`src/rtl/pipelined_popcount_pkg.sv`:
```
// rtl/pipelined_popcount_pkg.sv - shared widths, defaults and accumulator state for pipelined_popcount
package pipelined_popcount_pkg;

    localparam int DEF_ARRAY_LENGTH = 64;
    localparam int DEF_CHUNK_WIDTH  = 8;
    localparam int DEF_OUTPUT_SIZE  = 16;

    typedef enum logic {
        ST_IDLE,
        ST_RUN
    } acc_state_t;

    // Bits needed to hold a count of 0..n inclusive.
    function automatic int cnt_width(input int n);
        return $clog2(n + 1);
    endfunction

    function automatic int num_chunks(input int array_length, input int chunk_width);
        return array_length / chunk_width;
    endfunction

endpackage

```
`src/rtl/popcount_chunk.sv`:
```
// rtl/popcount_chunk.sv - combinational set-bit count of one CHUNK_WIDTH slice
module popcount_chunk
    import pipelined_popcount_pkg::*;
#(
    parameter int CHUNK_WIDTH = DEF_CHUNK_WIDTH
) (
    input  logic [CHUNK_WIDTH-1:0]             bits,
    output logic [$clog2(CHUNK_WIDTH+1)-1:0]   count
);

    localparam int CCW = cnt_width(CHUNK_WIDTH);

    always_comb begin
        count = '0;
        for (int i = 0; i < CHUNK_WIDTH; i++) begin
            count = count + CCW'(bits[i]);
        end
    end

endmodule

```
`src/rtl/pipelined_popcount.sv`:
```
// rtl/pipelined_popcount.sv - three-stage backpressured popcount with per-beat and saturating frame modes
module pipelined_popcount
    import pipelined_popcount_pkg::*;
#(
    parameter int ARRAY_LENGTH = DEF_ARRAY_LENGTH,
    parameter int CHUNK_WIDTH  = DEF_CHUNK_WIDTH,
    parameter int OUTPUT_SIZE  = DEF_OUTPUT_SIZE
) (
    input  logic                    aclk,
    input  logic                    aresetn,
    input  logic                    cfg_frame_mode,
    input  logic                    s_valid,
    output logic                    s_ready,
    input  logic [ARRAY_LENGTH-1:0] s_array,
    input  logic                    s_last,
    output logic                    m_valid,
    input  logic                    m_ready,
    output logic [OUTPUT_SIZE-1:0]  m_count,
    output logic                    m_last,
    output logic                    m_overflow
);

    localparam int NCH = num_chunks(ARRAY_LENGTH, CHUNK_WIDTH);
    localparam int CCW = cnt_width(CHUNK_WIDTH);
    localparam int CW  = cnt_width(ARRAY_LENGTH);
    localparam int AW  = OUTPUT_SIZE + 1;

    logic rst_done;
    logic advance;
    logic accept;

    // Input is held off for the first cycle after reset release.
    assign advance = !m_valid || m_ready;
    assign s_ready = advance && rst_done;
    assign accept  = s_valid && s_ready;

    logic [NCH-1:0][CCW-1:0] chunk_cnt;
    logic [NCH-1:0][CCW-1:0] s1_cnt;
    logic                    s1_valid, s1_last, s1_mode;
    logic [CW-1:0]           tree_sum;
    logic [CW-1:0]           s2_sum;
    logic                    s2_valid, s2_last, s2_mode;

    for (genvar g = 0; g < NCH; g++) begin : g_chunk
        popcount_chunk #(.CHUNK_WIDTH(CHUNK_WIDTH)) u_chunk (
            .bits  (s_array[g*CHUNK_WIDTH +: CHUNK_WIDTH]),
            .count (chunk_cnt[g])
        );
    end

    always_comb begin
        tree_sum = '0;
        for (int i = 0; i < NCH; i++) begin
            tree_sum = tree_sum + CW'(s1_cnt[i]);
        end
    end

    always_ff @(posedge aclk or negedge aresetn) begin
        if (!aresetn) begin
            rst_done <= 1'b0;
            s1_valid <= 1'b0;
            s1_last  <= 1'b0;
            s1_mode  <= 1'b0;
            s1_cnt   <= '0;
            s2_valid <= 1'b0;
            s2_last  <= 1'b0;
            s2_mode  <= 1'b0;
            s2_sum   <= '0;
        end else begin
            rst_done <= 1'b1;
            if (advance) begin
                s1_valid <= accept;
                s1_last  <= s_last;
                s1_mode  <= cfg_frame_mode;
                s1_cnt   <= chunk_cnt;
                s2_valid <= s1_valid;
                s2_last  <= s1_last;
                s2_mode  <= s1_mode;
                s2_sum   <= tree_sum;
            end
        end
    end

    acc_state_t             state, state_next;
    logic [OUTPUT_SIZE-1:0] acc, acc_d, acc_next;
    logic                   ovf, ovf_d, ovf_next;
    logic [AW-1:0]          acc_sum;
    logic                   sat;
    logic                   frame_beat;
    logic                   emit, emit_last, emit_ovf;
    logic [OUTPUT_SIZE-1:0] emit_count;

    // RUN only exists in frame mode, so a beat arriving mid-frame is
    // accumulated regardless of the mode it carried.
    assign frame_beat = (state == ST_RUN) || s2_mode;
    assign acc_sum    = {1'b0, acc} + AW'(s2_sum);
    assign sat        = acc_sum[OUTPUT_SIZE];
    assign acc_next   = sat ? '1 : acc_sum[OUTPUT_SIZE-1:0];
    assign ovf_next   = ovf || sat;

    always_comb begin
        state_next = state;
        acc_d      = acc;
        ovf_d      = ovf;
        emit       = 1'b0;
        emit_count = OUTPUT_SIZE'(s2_sum);
        emit_last  = s2_last;
        emit_ovf   = 1'b0;
        if (advance && s2_valid) begin
            if (!frame_beat) begin
                emit = 1'b1;
            end else begin
                case (state)
                    ST_IDLE: begin
                        if (s2_last) begin
                            emit      = 1'b1;
                            emit_last = 1'b1;
                        end else begin
                            acc_d      = OUTPUT_SIZE'(s2_sum);
                            ovf_d      = 1'b0;
                            state_next = ST_RUN;
                        end
                    end
                    ST_RUN: begin
                        if (s2_last) begin
                            emit       = 1'b1;
                            emit_count = acc_next;
                            emit_last  = 1'b1;
                            emit_ovf   = ovf_next;
                            acc_d      = '0;
                            ovf_d      = 1'b0;
                            state_next = ST_IDLE;
                        end else begin
                            acc_d = acc_next;
                            ovf_d = ovf_next;
                        end
                    end
                    default: state_next = ST_IDLE;
                endcase
            end
        end
    end

    always_ff @(posedge aclk or negedge aresetn) begin
        if (!aresetn) begin
            state      <= ST_IDLE;
            acc        <= '0;
            ovf        <= 1'b0;
            m_valid    <= 1'b0;
            m_count    <= '0;
            m_last     <= 1'b0;
            m_overflow <= 1'b0;
        end else begin
            state <= state_next;
            acc   <= acc_d;
            ovf   <= ovf_d;
            if (advance) begin
                m_valid <= emit;
                if (emit) begin
                    m_count    <= emit_count;
                    m_last     <= emit_last;
                    m_overflow <= emit_ovf;
                end
            end
        end
    end

endmodule

```
`config.mk`:
```
export PLATFORM = sky130hd
export DESIGN_NAME = pipelined_popcount
export DESIGN_NICKNAME = d
export VERILOG_FILES = /design/src/rtl/pipelined_popcount_pkg.sv /design/src/rtl/popcount_chunk.sv /design/src/rtl/pipelined_popcount.sv
export SDC_FILE = /design/constraint.sdc
export NUM_CORES = 1
export LEC_CHECK = 0
export BUFFER_PORTS_ARGS = -buffer_cell sky130_fd_sc_hd__buf_2
export CAP_MARGIN = 20
export CORE_MARGIN = 1
export CORE_UTILIZATION = 34
export CTS_CLUSTER_SIZE = 16
export DETAILED_ROUTE_END_ITERATION = 6
export PLACE_DENSITY = 0.56
export REMOVE_ABC_BUFFERS = 1
export SLEW_MARGIN = 20
export SYNTH_ARGS = -nofsm -noshare
export SYNTH_HDL_FRONTEND = slang
export SYNTH_SLANG_ARGS = --single-unit
```
`constraint.sdc`:
```
create_clock -name aclk -period 4.58 [get_ports aclk]
set_clock_uncertainty 0.05 [all_clocks]
set_input_delay 0.229 -clock aclk [delete_from_list [all_inputs] [get_ports aclk]]
set_output_delay 0.229 -clock aclk [all_outputs]
set_load 0.05 [all_outputs]
```
* Word level (Yosys, flattened, before mapping)
Index checks and enable logic that the tools add are counted.
** Word-level totals
- Register bits :: 83
- Input port bits :: 70
- Output and inout bits :: 20
- Logic and storage cells :: 120
** Operators by class
- $add $sub $neg :: 64
- Equality and inequality tests :: 1
- Muxes and demuxes :: 21
- Bitwise logic cells :: 1
- Reductions and logical operators :: 10
** Operator list (count)
- 4-bit by 1-bit adder with 4-bit output :: 48
- 16-bit 2-to-1 mux :: 7
- 16-bit one-hot mux with 2 select lines :: 1
- 7-bit by 4-bit adder with 7-bit output :: 4
- 16-bit by 7-bit adder with 17-bit output :: 1
- 1-bit by 1-bit adder with 2-bit output :: 8
- 1-bit 2-to-1 mux :: 12
- 6-bit by 4-bit adder with 7-bit output :: 1
- 5-bit by 4-bit adder with 6-bit output :: 1
- 4-bit by 4-bit adder with 5-bit output :: 1
- 2-bit AND reduction :: 2
- 1-bit logical AND :: 3
- 1-bit logical OR :: 3
- 3-bit AND reduction :: 1
- 2-bit != test (second input constant) :: 1
- 1-bit one-hot mux with 2 select lines :: 1
- 1-bit logical NOT :: 1
- 1-bit NOT :: 1

* Longest topological paths before layout
- Depth after elaboration :: 7
- Gate-level depth with buffers :: 14
- Mapped depth without buffers :: 14

* Hierarchy
A second synthesis with hierarchy kept.
** Second synthesis, totals
- Cells, all modules :: 699
- Area total of the unflattened synthesis :: 6193.4 um^2
** By module, submodules not included
- pipelined_popcount :: times used 1, cells each 507, area each 4672.0 um^2, sequential area each 2077.0 um^2
- popcount_chunk :: times used 8, cells each 24, area each 190.2 um^2, sequential area each 0.0 um^2

* Worst setup path after synthesis
OpenSTA, ideal clock, no wires.
- Kind :: reg-to-reg
- Start :: register s1_cnt[3] in the netlist's numbering
- End :: register s2_sum[5]
- Library setup time :: 137 ps
- Arrival :: 3442 ps
- Data required time :: 4393 ps
- Slack :: 951 ps
- Cell stages (with the launch flop) :: 14
- Path buffers :: 0
- Period minus slack after synthesis :: 3629 ps
- Path through :: dfrtp_1 -> inv_1 -> fa_1 -> inv_1 -> fa_1 -> fa_1 -> inv_1 -> fa_1 -> inv_1 -> ha_1 -> a21o_1 -> a21oi_1 -> xor2_1 -> o21ai_0
** Between the ends
- Word-level cells in the longest chain between the ends :: 7
** RTL lines
- start: declaration :: line pipelined_popcount.sv:38 : logic [NCH-1:0][CCW-1:0] s1_cnt;
- start signal: assignment :: line pipelined_popcount.sv:75 : s1_cnt <= chunk_cnt;
- 4-bit by 4-bit adder with 5-bit output :: line pipelined_popcount.sv:54 : tree_sum = tree_sum + CW'(s1_cnt[i]);
- 5-bit by 4-bit adder with 6-bit output :: line pipelined_popcount.sv:54
- 6-bit by 4-bit adder with 7-bit output :: line pipelined_popcount.sv:54
- 7-bit by 4-bit adder with 7-bit output (4 in a row) :: line pipelined_popcount.sv:54
- end signal: assignment :: line pipelined_popcount.sv:79 : s2_sum <= tree_sum;
- end: declaration :: line pipelined_popcount.sv:41 : logic [CW-1:0] s2_sum;
Every way passes these cells.
A chain may end at the register's enable or synchronous reset.

* Final worst setup path
Ends and elaborated chain as after synthesis.

==> metrics.txt <==
# TYPE chip_impl_metric gauge
chip_impl_info{name="run_status",value="finished clean"} 1
chip_impl_metric{name="critical_path.max_stage_delay",unit="ns"} 0.59
chip_impl_metric{name="synthDistinctLibCells",unit=""} 49
chip_impl_metric{name="maxCapViolCount",unit=""} 0
chip_impl_metric{name="initial_utilization",unit="%"} 34.6
chip_impl_metric{name="finalNonFillerCells",unit=""} 958
chip_impl_info{name="setup.worst_path.end_class",value="flop"} 1
chip_impl_metric{name="cts-root-to-sink-buffers",unit=""} 2
chip_impl_metric{name="portBuffers",unit=""} 89
chip_impl_metric{name="detail_route.drc_violations",unit=""} 0
chip_impl_metric{name="ctsResizeCount",unit=""} 0
chip_impl_metric{name="synth_warnings",unit=""} 0
chip_impl_metric{name="critPathArrivalTime",unit="ns"} 3.94
chip_impl_metric{name="timing.final.setup_violations",unit=""} 0
chip_impl_metric{name="synth.yosys.seq_area_share",unit="%"} 34.8
chip_impl_metric{name="postRouteAntennaNets",unit=""} 0
chip_impl_metric{name="setup_total_negative_slack",unit="ns"} 0
chip_impl_metric{name="final_hold_viol_count",unit=""} 0
chip_impl_metric{name="routed_wirelength",unit="mm"} 11.6
chip_impl_metric{name="syn-mean-instance-area",unit="µm²"} 9.21
chip_impl_metric{name="clk-insertion-delay-late",unit="ns"} 0.35
chip_impl_metric{name="clkSlewWorstSetupHoldPaths",unit="ns"} 0.06
chip_impl_metric{name="synth.ff_latch_count",unit=""} 83
chip_impl_metric{name="place_inst",unit=""} 942
chip_impl_metric{name="std_cell_rows",unit=""} 48
chip_impl_metric{name="grt_start_max_net_pins",unit=""} 60
chip_impl_metric{name="grt_antenna_before_repair",unit=""} 0
chip_impl_info{name="critical_path.top_delay_family",value="adder cells"} 1
chip_impl_metric{name="overflow",unit=""} 0
chip_impl_info{name="timing.critical_path.from",value="s1_cnt[3]"} 1
chip_impl_metric{name="achievable-frequency",unit="MHz"} 265
chip_impl_metric{name="netlist_area",unit="µm²"} 5960
chip_impl_metric{name="slew_violations",unit=""} 0
chip_impl_info{name="crit_path_top_delay_cell",value="sky130_fd_sc_hd__fa_1"} 1
chip_impl_metric{name="synth_enable_flop_cells",unit=""} 0
chip_impl_metric{name="crit_buf_inv",unit=""} 4
chip_impl_info{name="synth-main-ff-cell",value="sky130_fd_sc_hd__dfrtp_1"} 1
chip_impl_info{name="min_from",value="cfg_frame_mode"} 1
chip_impl_metric{name="power.leakage",unit="nW"} 3.65
chip_impl_info{name="hp-class",value="primary input to flop"} 1
chip_impl_metric{name="power.density",unit="nW/µm²"} 803
chip_impl_info{name="worst-setup-path-type",value="flop to flop"} 1
chip_impl_info{name="library_cell_used_as_clock_root_buffer",value="sky130_fd_sc_hd__clkbuf_16"} 1
chip_impl_metric{name="htree_num_levels",unit=""} 3
chip_impl_metric{name="viasPerCell",unit=""} 4.60
chip_impl_metric{name="track_usage",unit="%"} 14.2
chip_impl_metric{name="post-route-period-util",unit="%"} 82.4
chip_impl_info{name="grt_setup_unrepaired",value="false"} 1
chip_impl_info{name="critical_path.reg2reg.startpoint",value="s1_cnt[3]"} 1
chip_impl_metric{name="design.final.nets",unit=""} 893
chip_impl_metric{name="routability_driven_placement_congestion_ratio",unit=""} 0.799
chip_impl_metric{name="synth-async-reset-ratio",unit="%"} 100
chip_impl_metric{name="chip_width",unit="µm"} 134
chip_impl_metric{name="core-area",unit="µm²"} 17200
chip_impl_metric{name="n_antenna_cell",unit=""} 0
chip_impl_metric{name="final_period_minus_worst_setup_slack",unit="ns"} 3.77
chip_impl_metric{name="wire_length_of_the_first_global_routing_pass",unit="mm"} 20.1
chip_impl_metric{name="peakVddDrop",unit="mV"} 0.482
chip_impl_metric{name="clock_sink_count",unit=""} 83
chip_impl_info{name="critical_path.startpoint_type",value="flop"} 1
chip_impl_metric{name="vias",unit=""} 4403
chip_impl_metric{name="detail_route.wl_per_cell",unit="µm"} 12.1
chip_impl_info{name="tritoncts",value="yes"} 1
chip_impl_metric{name="finalPower",unit="mW"} 5.58
chip_impl_metric{name="smallest_setup_slack_after_layout",unit="ns"} 0.808
chip_impl_metric{name="post-route-util",unit="%"} 40.3
chip_impl_metric{name="dpl.hpwl",unit="mm"} 8.98
chip_impl_metric{name="dp_slack",unit="ns"} 0.797
chip_impl_metric{name="first_global_vias",unit=""} 4356
chip_impl_metric{name="post_synth_inst_count",unit=""} 647
chip_impl_metric{name="total_clock_buffers_created_by_cts",unit=""} 9
chip_impl_metric{name="path_max_fanout",unit=""} 2
chip_impl_metric{name="max-slew-margin-rel",unit="%"} 32.6
chip_impl_metric{name="layout-drive-gt1-share",unit="%"} 16.6
chip_impl_metric{name="floorplan.io_pins",unit=""} 90
chip_impl_info{name="worstPathCellList",value="inv_1 > fa_1 > inv_1 > fa_1 > fa_1 > inv_1 > fa_1 > inv_1 > ha_1 > a21o_1 > a21oi_1 > xor2_1 > o21ai_0"} 1
chip_impl_metric{name="drt_first_iter_violations",unit=""} 150
chip_impl_metric{name="fp.dieH",unit="µm"} 134
chip_impl_metric{name="detailedRoute.firstPassIterationCount",unit=""} 4
chip_impl_metric{name="tightest_slew",unit="ns"} 1.01
chip_impl_metric{name="synth_to_layout_area_growth",unit="%"} 16.6
chip_impl_metric{name="area_of_the_die",unit="µm²"} 18100
chip_impl_metric{name="critical_path_required",unit="ns"} 4.75
-- metal layers --
metal | track usage, % | routed length (µm) | up-vias
li1 | - | - | 2202
met1 | 17.1 | 5180 | 2117
met2 | 25.3 | 5890 | 74
met3 | 3.21 | 429 | 10
met4 | 3.62 | 133 | 0
met5 | 0 | 0 | -
-- report_power, final --
part | switching [mW] | internal (mW)
Sequential | 0.153 | 1.02
Combinational | 2.08 | 1.55
Clock | 0.302 | 0.476
Total | 2.54 | 3.04
-- layout make-up --
class,count,area [µm²]
Timing Repair Buffer,94,488
Inverter,138,518
Clock buffer,9,225
Fill cell,1782,10300
Tap cell,225,282
Clock inverter,6,90.1
Multi-Input combinational cell,403,3270
Sequential cell,83,2080
-- cell usage in the layout, fill, tap and decap left out, drive strengths merged, types with 5 or more instances in the layout --
cell type,n
ha,38
xnor2,14
fa,56
nand3,11
clkbuf,9
o21a,5
dfrtp,83
a22oi,5
a21oi,54
nor2,34
o21ai,48
buf,93
o22ai,6
and3,8
a22o,6
inv,139
nand2,80
-- sequential cells by signal, summed over array words and instances, names as in the netlist, 7 cells and up --
| signal | cells |
|---|---|
| s1_cnt | 32 |
| acc | 16 |
| m_count | 16 |
| s2_sum | 7 |
-- synthesized netlist by cell type, types with 2 or more instances --
cell	count	area share, %
sky130_fd_sc_hd__dfrtp_1	83	35
sky130_fd_sc_hd__a21o_1	3	0.38
sky130_fd_sc_hd__o21a_1	5	0.63
sky130_fd_sc_hd__and3_1	7	0.73
sky130_fd_sc_hd__a221o_1	2	0.34
sky130_fd_sc_hd__clkbuf_1	12	0.76
sky130_fd_sc_hd__a21oi_1	54	4.5
sky130_fd_sc_hd__nor2b_1	3	0.31
sky130_fd_sc_hd__nor2_1	30	1.9
sky130_fd_sc_hd__ha_1	38	8.0
sky130_fd_sc_hd__nand2_1	80	5.0
sky130_fd_sc_hd__xnor2_1	14	2.1
sky130_fd_sc_hd__nand3_1	10	0.84
sky130_fd_sc_hd__a22o_1	6	0.88
sky130_fd_sc_hd__buf_2	7	0.59
sky130_fd_sc_hd__fa_1	56	19
sky130_fd_sc_hd__a221oi_1	2	0.29
sky130_fd_sc_hd__o22ai_1	6	0.63
sky130_fd_sc_hd__a22oi_1	5	0.63
sky130_fd_sc_hd__xor2_1	4	0.59
sky130_fd_sc_hd__and2_1	3	0.31
sky130_fd_sc_hd__buf_1	3	0.19
sky130_fd_sc_hd__inv_1	138	8.7
sky130_fd_sc_hd__or3_1	3	0.31
sky130_fd_sc_hd__o21ai_1	16	1.3
sky130_fd_sc_hd__nor3_1	2	0.17
sky130_fd_sc_hd__o21ai_0	31	2.6
sky130_fd_sc_hd__nor2_2	3	0.31
-- cells by family (layout without fill, tap and decap cells) --
family	after synthesis	after routing	synth area share, %
AO/OA/AOI/OAI	140	140	14.0
XOR/XNOR	18	18	2.64
adder cells (fa/ha/maj)	94	94	26.8
buffers and inverters	161	247	10.4
flip-flops	83	83	34.8
other	1	1	0.0629
AND/OR/NAND/NOR	150	150	11.3
-- worst paths after layout --
kind / end / slack, ns / cells after the start
max: s2_sum[5] / 0.81 / 13
min: s1_mode / 0.03 / 3
max reg2reg: s2_sum[5] / 0.81 / 13
max in group asynchronous: m_count[3] / 3.15 / 3
min reg2reg: m_count[9] / 0.41 / 2
min in group asynchronous: m_count[13] / 0.34 / 2
-- per-stage QoR --
stage               cell area (µm²)  hold slack [ns]
finish                         6950           0.0272
global route                   6950           0.0235
CTS                            6950           0.0197
detailed placement             6620            0.179
global placement               6620            0.171
floorplan                      5860           -0.117
-- timing repair --
item,4_1_cts,5_1_grt
setup endpoints to repair,0,0
hold endpoints to repair,34,0
buffers inserted,0,0
hold buffers,1,0
-- worst reg2reg max path, stage by stage, from the launching register on --
cell                      delay (ns)
sky130_fd_sc_hd__dfrtp_1        0.32
sky130_fd_sc_hd__inv_1          0.07
sky130_fd_sc_hd__fa_1           0.53
sky130_fd_sc_hd__inv_1          0.06
sky130_fd_sc_hd__fa_1           0.51
sky130_fd_sc_hd__fa_1           0.55
sky130_fd_sc_hd__inv_1          0.05
sky130_fd_sc_hd__fa_1           0.59
sky130_fd_sc_hd__inv_1          0.06
sky130_fd_sc_hd__ha_1           0.29
sky130_fd_sc_hd__a21o_1         0.18
sky130_fd_sc_hd__a21oi_1        0.17
sky130_fd_sc_hd__xor2_1         0.15
sky130_fd_sc_hd__o21ai_0        0.08
No activity file was read; power rests on OpenSTA's default activity.
